### src/rtl/lsnn_pkg.sv
// Shared types and widths for the LSNN step scheduler.
package lsnn_pkg;

   typedef enum logic [1:0] {
      IDLE,
      ISSUE,
      WAIT,
      PUBLISH
   } sched_state_t;

   localparam int STEP_CNT_W = 8;
   localparam int REFRAC_W   = 3;

endpackage

### src/rtl/lsnn_refrac_bank.sv
// Per-neuron refractory down-counters; a neuron is refractory while its count is nonzero.
module lsnn_refrac_bank
   import lsnn_pkg::*;
#(
   parameter int NUM_NEURONS  = 8,
   parameter int REFRAC_STEPS = 2
) (
   input  logic                   clk,
   input  logic                   rst,
   input  logic                   load_i,
   input  logic [NUM_NEURONS-1:0] fired_i,
   output logic [NUM_NEURONS-1:0] refr_o
);

   logic [REFRAC_W-1:0] cnt_q [NUM_NEURONS];

   always_ff @(posedge clk) begin
      if (rst) begin
         for (int n = 0; n < NUM_NEURONS; n++) cnt_q[n] <= '0;
      end else if (load_i) begin
         for (int n = 0; n < NUM_NEURONS; n++) begin
            if (fired_i[n]) begin
               cnt_q[n] <= REFRAC_W'(REFRAC_STEPS);
            end else if (cnt_q[n] != '0) begin
               cnt_q[n] <= cnt_q[n] - REFRAC_W'(1);
            end
         end
      end
   end

   always_comb begin
      refr_o = '0;
      for (int n = 0; n < NUM_NEURONS; n++) refr_o[n] = |cnt_q[n];
   end

endmodule

### src/rtl/lsnn_step_scheduler.sv
// Time-multiplexes one LSNN neuron datapath over NUM_NEURONS neurons per timestep.
// Optional refractory skipping is enabled with LSNN_REFRACTORY_EN.
//
// state   | meaning
// IDLE    | waiting for step_start
// ISSUE   | request for neuron idx held on dp_valid (or skipped if refractory)
// WAIT    | request accepted, waiting for dp_done
// PUBLISH | copy accumulator to out_spikes, pulse step_done
module lsnn_step_scheduler
   import lsnn_pkg::*;
#(
   parameter int NUM_NEURONS  = 8,
   parameter int IDX_W        = 3,
   parameter int REFRAC_STEPS = 2
) (
   input  logic                   clk,
   input  logic                   rst,
   input  logic                   step_start,
   input  logic [NUM_NEURONS-1:0] in_spikes,
   output logic                   busy,
   output logic                   step_dropped,
   output logic                   dp_valid,
   output logic [IDX_W-1:0]       dp_idx,
   output logic                   dp_in_spike,
   input  logic                   dp_ready,
   input  logic                   dp_done,
   input  logic                   dp_spike,
   output logic [NUM_NEURONS-1:0] out_spikes,
   output logic                   step_done,
   output logic [STEP_CNT_W-1:0]  step_count
);

   localparam logic [IDX_W-1:0] LAST_IDX = IDX_W'(NUM_NEURONS - 1);

   sched_state_t           state_q;
   logic [IDX_W-1:0]       idx_q, idx_d;
   logic [NUM_NEURONS-1:0] spikes_q, accum_q, out_spikes_q;
   logic [NUM_NEURONS-1:0] refr_w;
   logic                   busy_q, step_dropped_q, dp_valid_q, dp_in_spike_q, step_done_q;
   logic [IDX_W-1:0]       dp_idx_q;
   logic [STEP_CNT_W-1:0]  step_count_q;
   logic                   advance_w, result_w;

   // A neuron finishes either by datapath completion or by being skipped as refractory.
   always_comb begin
      idx_d     = idx_q + IDX_W'(1);
      advance_w = 1'b0;
      result_w  = 1'b0;
      case (state_q)
         ISSUE: advance_w = refr_w[idx_q];
         WAIT: begin
            advance_w = dp_done;
            result_w  = dp_spike;
         end
         default: ;
      endcase
   end

   always_ff @(posedge clk) begin
      if (rst) begin
         state_q        <= IDLE;
         idx_q          <= '0;
         spikes_q       <= '0;
         accum_q        <= '0;
         out_spikes_q   <= '0;
         busy_q         <= 1'b0;
         step_dropped_q <= 1'b0;
         dp_valid_q     <= 1'b0;
         dp_idx_q       <= '0;
         dp_in_spike_q  <= 1'b0;
         step_done_q    <= 1'b0;
         step_count_q   <= '0;
      end else begin
         step_done_q    <= 1'b0;
         step_dropped_q <= step_start && (state_q != IDLE);
         if (advance_w) begin
            accum_q[idx_q] <= result_w;
            if (idx_q == LAST_IDX) begin
               state_q    <= PUBLISH;
               dp_valid_q <= 1'b0;
            end else begin
               state_q       <= ISSUE;
               idx_q         <= idx_d;
               dp_idx_q      <= idx_d;
               dp_in_spike_q <= spikes_q[idx_d];
               dp_valid_q    <= !refr_w[idx_d];
            end
         end else begin
            case (state_q)
               IDLE: begin
                  busy_q <= step_start;
                  if (step_start) begin
                     state_q       <= ISSUE;
                     spikes_q      <= in_spikes;
                     accum_q       <= '0;
                     idx_q         <= '0;
                     dp_idx_q      <= '0;
                     dp_in_spike_q <= in_spikes[0];
                     dp_valid_q    <= !refr_w[0];
                  end
               end
               ISSUE: begin
                  if (dp_valid_q && dp_ready) begin
                     dp_valid_q <= 1'b0;
                     state_q    <= WAIT;
                  end
               end
               PUBLISH: begin
                  out_spikes_q <= accum_q;
                  step_done_q  <= 1'b1;
                  step_count_q <= step_count_q + STEP_CNT_W'(1);
                  state_q      <= IDLE;
               end
               default: ;
            endcase
         end
      end
   end

`ifdef LSNN_REFRACTORY_EN
   lsnn_refrac_bank #(
      .NUM_NEURONS  (NUM_NEURONS),
      .REFRAC_STEPS (REFRAC_STEPS)
   ) u_refrac (
      .clk     (clk),
      .rst     (rst),
      .load_i  (state_q == PUBLISH),
      .fired_i (accum_q),
      .refr_o  (refr_w)
   );
`else
   assign refr_w = '0;
   logic unused_refrac_cfg;
   assign unused_refrac_cfg = ^REFRAC_STEPS;
`endif

   assign busy         = busy_q;
   assign step_dropped = step_dropped_q;
   assign dp_valid     = dp_valid_q;
   assign dp_idx       = dp_idx_q;
   assign dp_in_spike  = dp_in_spike_q;
   assign out_spikes   = out_spikes_q;
   assign step_done    = step_done_q;
   assign step_count   = step_count_q;

endmodule

### config.mk
export PLATFORM = sky130hd
export DESIGN_NAME = lsnn_step_scheduler
export DESIGN_NICKNAME = d
export VERILOG_FILES = /design/src/rtl/lsnn_pkg.sv /design/src/rtl/lsnn_refrac_bank.sv /design/src/rtl/lsnn_step_scheduler.sv
export SDC_FILE = /design/constraint.sdc
export NUM_CORES = 1
export LEC_CHECK = 0
export CAP_MARGIN = 20
export CORE_MARGIN = 5
export CORE_UTILIZATION = 52
export CTS_CLUSTER_SIZE = 40
export DETAILED_ROUTE_END_ITERATION = 12
export DONT_BUFFER_PORTS = 1
export PLACE_DENSITY = 0.68
export SETUP_SLACK_MARGIN = 0.02
export SLEW_MARGIN = 20
export SYNTH_ARGS = -nofsm -noshare
export SYNTH_HDL_FRONTEND = slang
export SYNTH_SLANG_ARGS = --single-unit
### constraint.sdc
create_clock -name clk -period 3.3 [get_ports clk]
set_clock_uncertainty 0.15 [all_clocks]
set_input_delay 0.825 -clock clk [delete_from_list [all_inputs] [get_ports clk]]
set_output_delay 0.825 -clock clk [all_outputs]
set_load 0.02 [all_outputs]
==> results_dict.tcl <==
set metrics [dict create \
    status "completed" \
    r2r_cells 6 \
    drt_iter0_markers 77 \
    grt_pass1_wl_um 6727 \
    rsz0062_at_grt "no" \
    holdBufCountCts 0 \
    hpwl_um 2741 \
    stdcell_area_um2 2002 \
    die_h_um 70.14 \
    cts_tree "yes" \
    num_vias 1478 \
    synth_edf_count 0 \
    post_cts_buffers 0 \
    crit_arrival_ns 2.47 \
    synth_fp_nets 236 \
    cp_max_fo 16 \
    slew_headroom_pct 56.41 \
    syn_inst 213 \
    cts_inserted_buffers 5 \
    async_reset_ff_share_pct 0 \
    diodes 0 \
    yosysSeqAreaShare_pct 44.71 \
    ys_seq_elements 42 \
    ant_nets 0 \
    hold_slack_ns 0.3128 \
    gp_congestion 0.8225 \
    min_to "spikes_q[6]$_SDFFE_PP0P_" \
    hold_viol 0 \
    synth.cell_area_um2 1881 \
    syn_area_per_cell_um2 8.829 \
    syn_to_final_growth_pct 6.454 \
    drt_first_pass_iters 4 \
    antenna_found_initial 0 \
    drv_cap 0 \
    final_max_slew_viol_count 0 \
    required_ns 3.42 \
    rr_endpoint "dp_in_spike$_SDFFE_PP0P_" \
    setup_viol 0 \
    ctsHtreeMaxLevel 2 \
    finalSetupTns_ns 0 \
    globalRouteTotalUtil_pct 16.70 \
    cts.sinks 42 \
    drcViolationCount 0 \
    synth_warnings 0 \
    path_class "flip-flop to flip-flop" \
    end_kind "flip-flop" \
    ios 38 \
    tightest_slew_ns 0.6530 \
    routed_wl_um 3846 \
    holdCritStartpoint "spikes_q[6]$_SDFFE_PP0P_" \
    synthDistinctLibCells 39 \
    max-vdd-ir-drop_mv 0.2990 \
    post_drt_wl_per_cell_um 15.02 \
    cts.repair.resized 0 \
    whs_path_depth 2 \
    grt_pass1_vias 1521 \
    dieArea_um2 4919 \
    ff2ff_setup_slack_ns 0.94 \
    port_buffers 0 \
    die-width_um 70.14 \
    start_kind "flip-flop" \
    clock_latency_ns 0.36 \
    cts_buffer_depth 2 \
    cellPowerDensity_nw_per_um2 585.6 \
    place_area_um2 1896 \
    rows 21 \
    path_clk_slew_ns 0.13 \
    min_period_ns 2.357 \
    p_leak_nw 0.7074 \
    nets 232 \
    start_util_pct 55.05 \
    final_util_pct 58.61 \
    root_buffer "clkbuf_4" \
    vias_per_cell 5.773 \
    grt_start_max_net_pins 43 \
    core_um2 3416 \
    period_share_pct 71.43 \
    fmax_mhz 424.3 \
    r2r-start "dp_idx[0]$_SDFFE_PP0P_" \
    hold_class "flip-flop to flip-flop" \
    drive_gt1_share_pct 6.190 \
    gr-total-overflow 0 \
    ys.flop_type "dfxtp_1" \
]
critical path, stage by stage, from the launching register on:
cell and delay, ns:
dfxtp_1 0.77, ha_1 0.26, ha_1 0.22, nand3b_1 0.23
o41ai_1 0.17, o21a_1 0.15, a2111oi_2 0.31
synth_stat cells (2+ instances only):
library cell / n / area [um2]
clkbuf_1: 7 / 26.28
nor2b_1: 4 / 25.02
mux2i_1: 13 / 130.1
a21oi_1: 22 / 110.1
and3_1: 2 / 12.51
nand3b_1: 3 / 22.52
buf_2: 4 / 20.02
dfxtp_1: 42 / 840.8
ha_1: 9 / 112.6
xor2_1: 4 / 35.03
or3_1: 2 / 12.51
nor2_1: 18 / 67.56
nand2b_1: 2 / 12.51
o311ai_0: 3 / 26.28
nor3_1: 2 / 10.01
nand4_1: 5 / 31.28
inv_1: 4 / 15.01
o211ai_1: 4 / 30.03
o21ai_0: 4 / 20.02
nand2_1: 28 / 105.1
nand3_1: 13 / 65.06
placed cells by master, fill, tap and decap left out, drive strengths merged:
cell	count
or2	1
clkbuf	5
a221oi	1
and3	2
a31oi	1
nor3	3
o2111ai	1
buf	1
nor2	18
a21oi	22
xor2	4
a211o	1
clkinv	1
nand3	13
a311oi	1
o21ai	4
dfxtp	42
or4	1
inv	5
a2111oi	2
and2	1
bufinv	2
o311ai	3
nand4	5
nand2b	2
ha	9
a22o	1
xnor2	1
o41ai	1
mux2i	13
o211ai	4
nand3b	3
nor3b	1
o21a	1
or3	2
nand2	28
nor2b	4
per-stage QoR:
stage	total power [mW]	instances	worst slack (ns)
2_1_floorplan	0.7443	213	1.289
3_3_place_gp	0.7624	248	1.048
3_5_place_dp	0.7725	248	0.9879
4_1_cts	1.183	256	0.9523
5_1_grt	1.242	256	0.7916
6_report	1.172	256	0.9429
routing by layer:
metal	track usage, %	routed length (um)
met2	26.23	1836
met5	0	0
met1	19.43	1666
met4	8.085	53
met3	7.174	290
worst max-delay path by stage:
stage	start	to	slack, ns	cells past startpoint
after global routing	state_q[0]$_SDFFE_PP0P_	accum_q[1]$_SDFFE_PP0P_	0.79	6
final	dp_idx[0]$_SDFFE_PP0P_	dp_in_spike$_SDFFE_PP0P_	0.94	6
after floorplan	dp_done	dp_in_spike$_SDFFE_PP0P_	1.29	5
after detailed placement	dp_done	accum_q[1]$_SDFFE_PP0P_	0.99	4
after global placement	dp_idx[0]$_SDFFE_PP0P_	dp_in_spike$_SDFFE_PP0P_	1.05	6
after CTS	dp_idx[0]$_SDFFE_PP0P_	dp_in_spike$_SDFFE_PP0P_	0.95	6
power breakdown:
part	switching (mW)	internal, mW
Clock	0.175	0.237
Sequential	0.0398	0.539
Combinational	0.110	0.0726
Total	0.324	0.848
final cells by class:
cell class                 instances  area (um2)
inverter                           5       18.77
tap                               46       57.56
clock inverter                     3       68.82
clock buffer                       5       37.54
fill                             312        1414
timing repair buffer               1       7.507
multi-input combinational        154       970.9
sequential                        42       840.8
sequential cells by signal, summed over array words and instances, names as in the netlist:
| signal | count |
|---|---|
| accum_q | 8 |
| out_spikes | 8 |
| spikes_q | 8 |
| step_count | 8 |
| dp_idx | 3 |
| state_q | 2 |
| busy | 1 |
| dp_in_spike | 1 |
| dp_valid | 1 |
| step_done | 1 |
| step_dropped | 1 |
logic make-up after synthesis:
| logic type | share of synthesized area, % |
|---|---|
| and+or+nand+nor | 21.69 |
| AOI/OAI and AO/OA | 14.71 |
| buffers and inverters | 3.659 |
| DFF | 44.71 |
| muxes | 6.919 |
| adders and majority gates | 5.988 |
| xor gates and xnor gates | 2.329 |
Power figures use the tool's default switching activity.
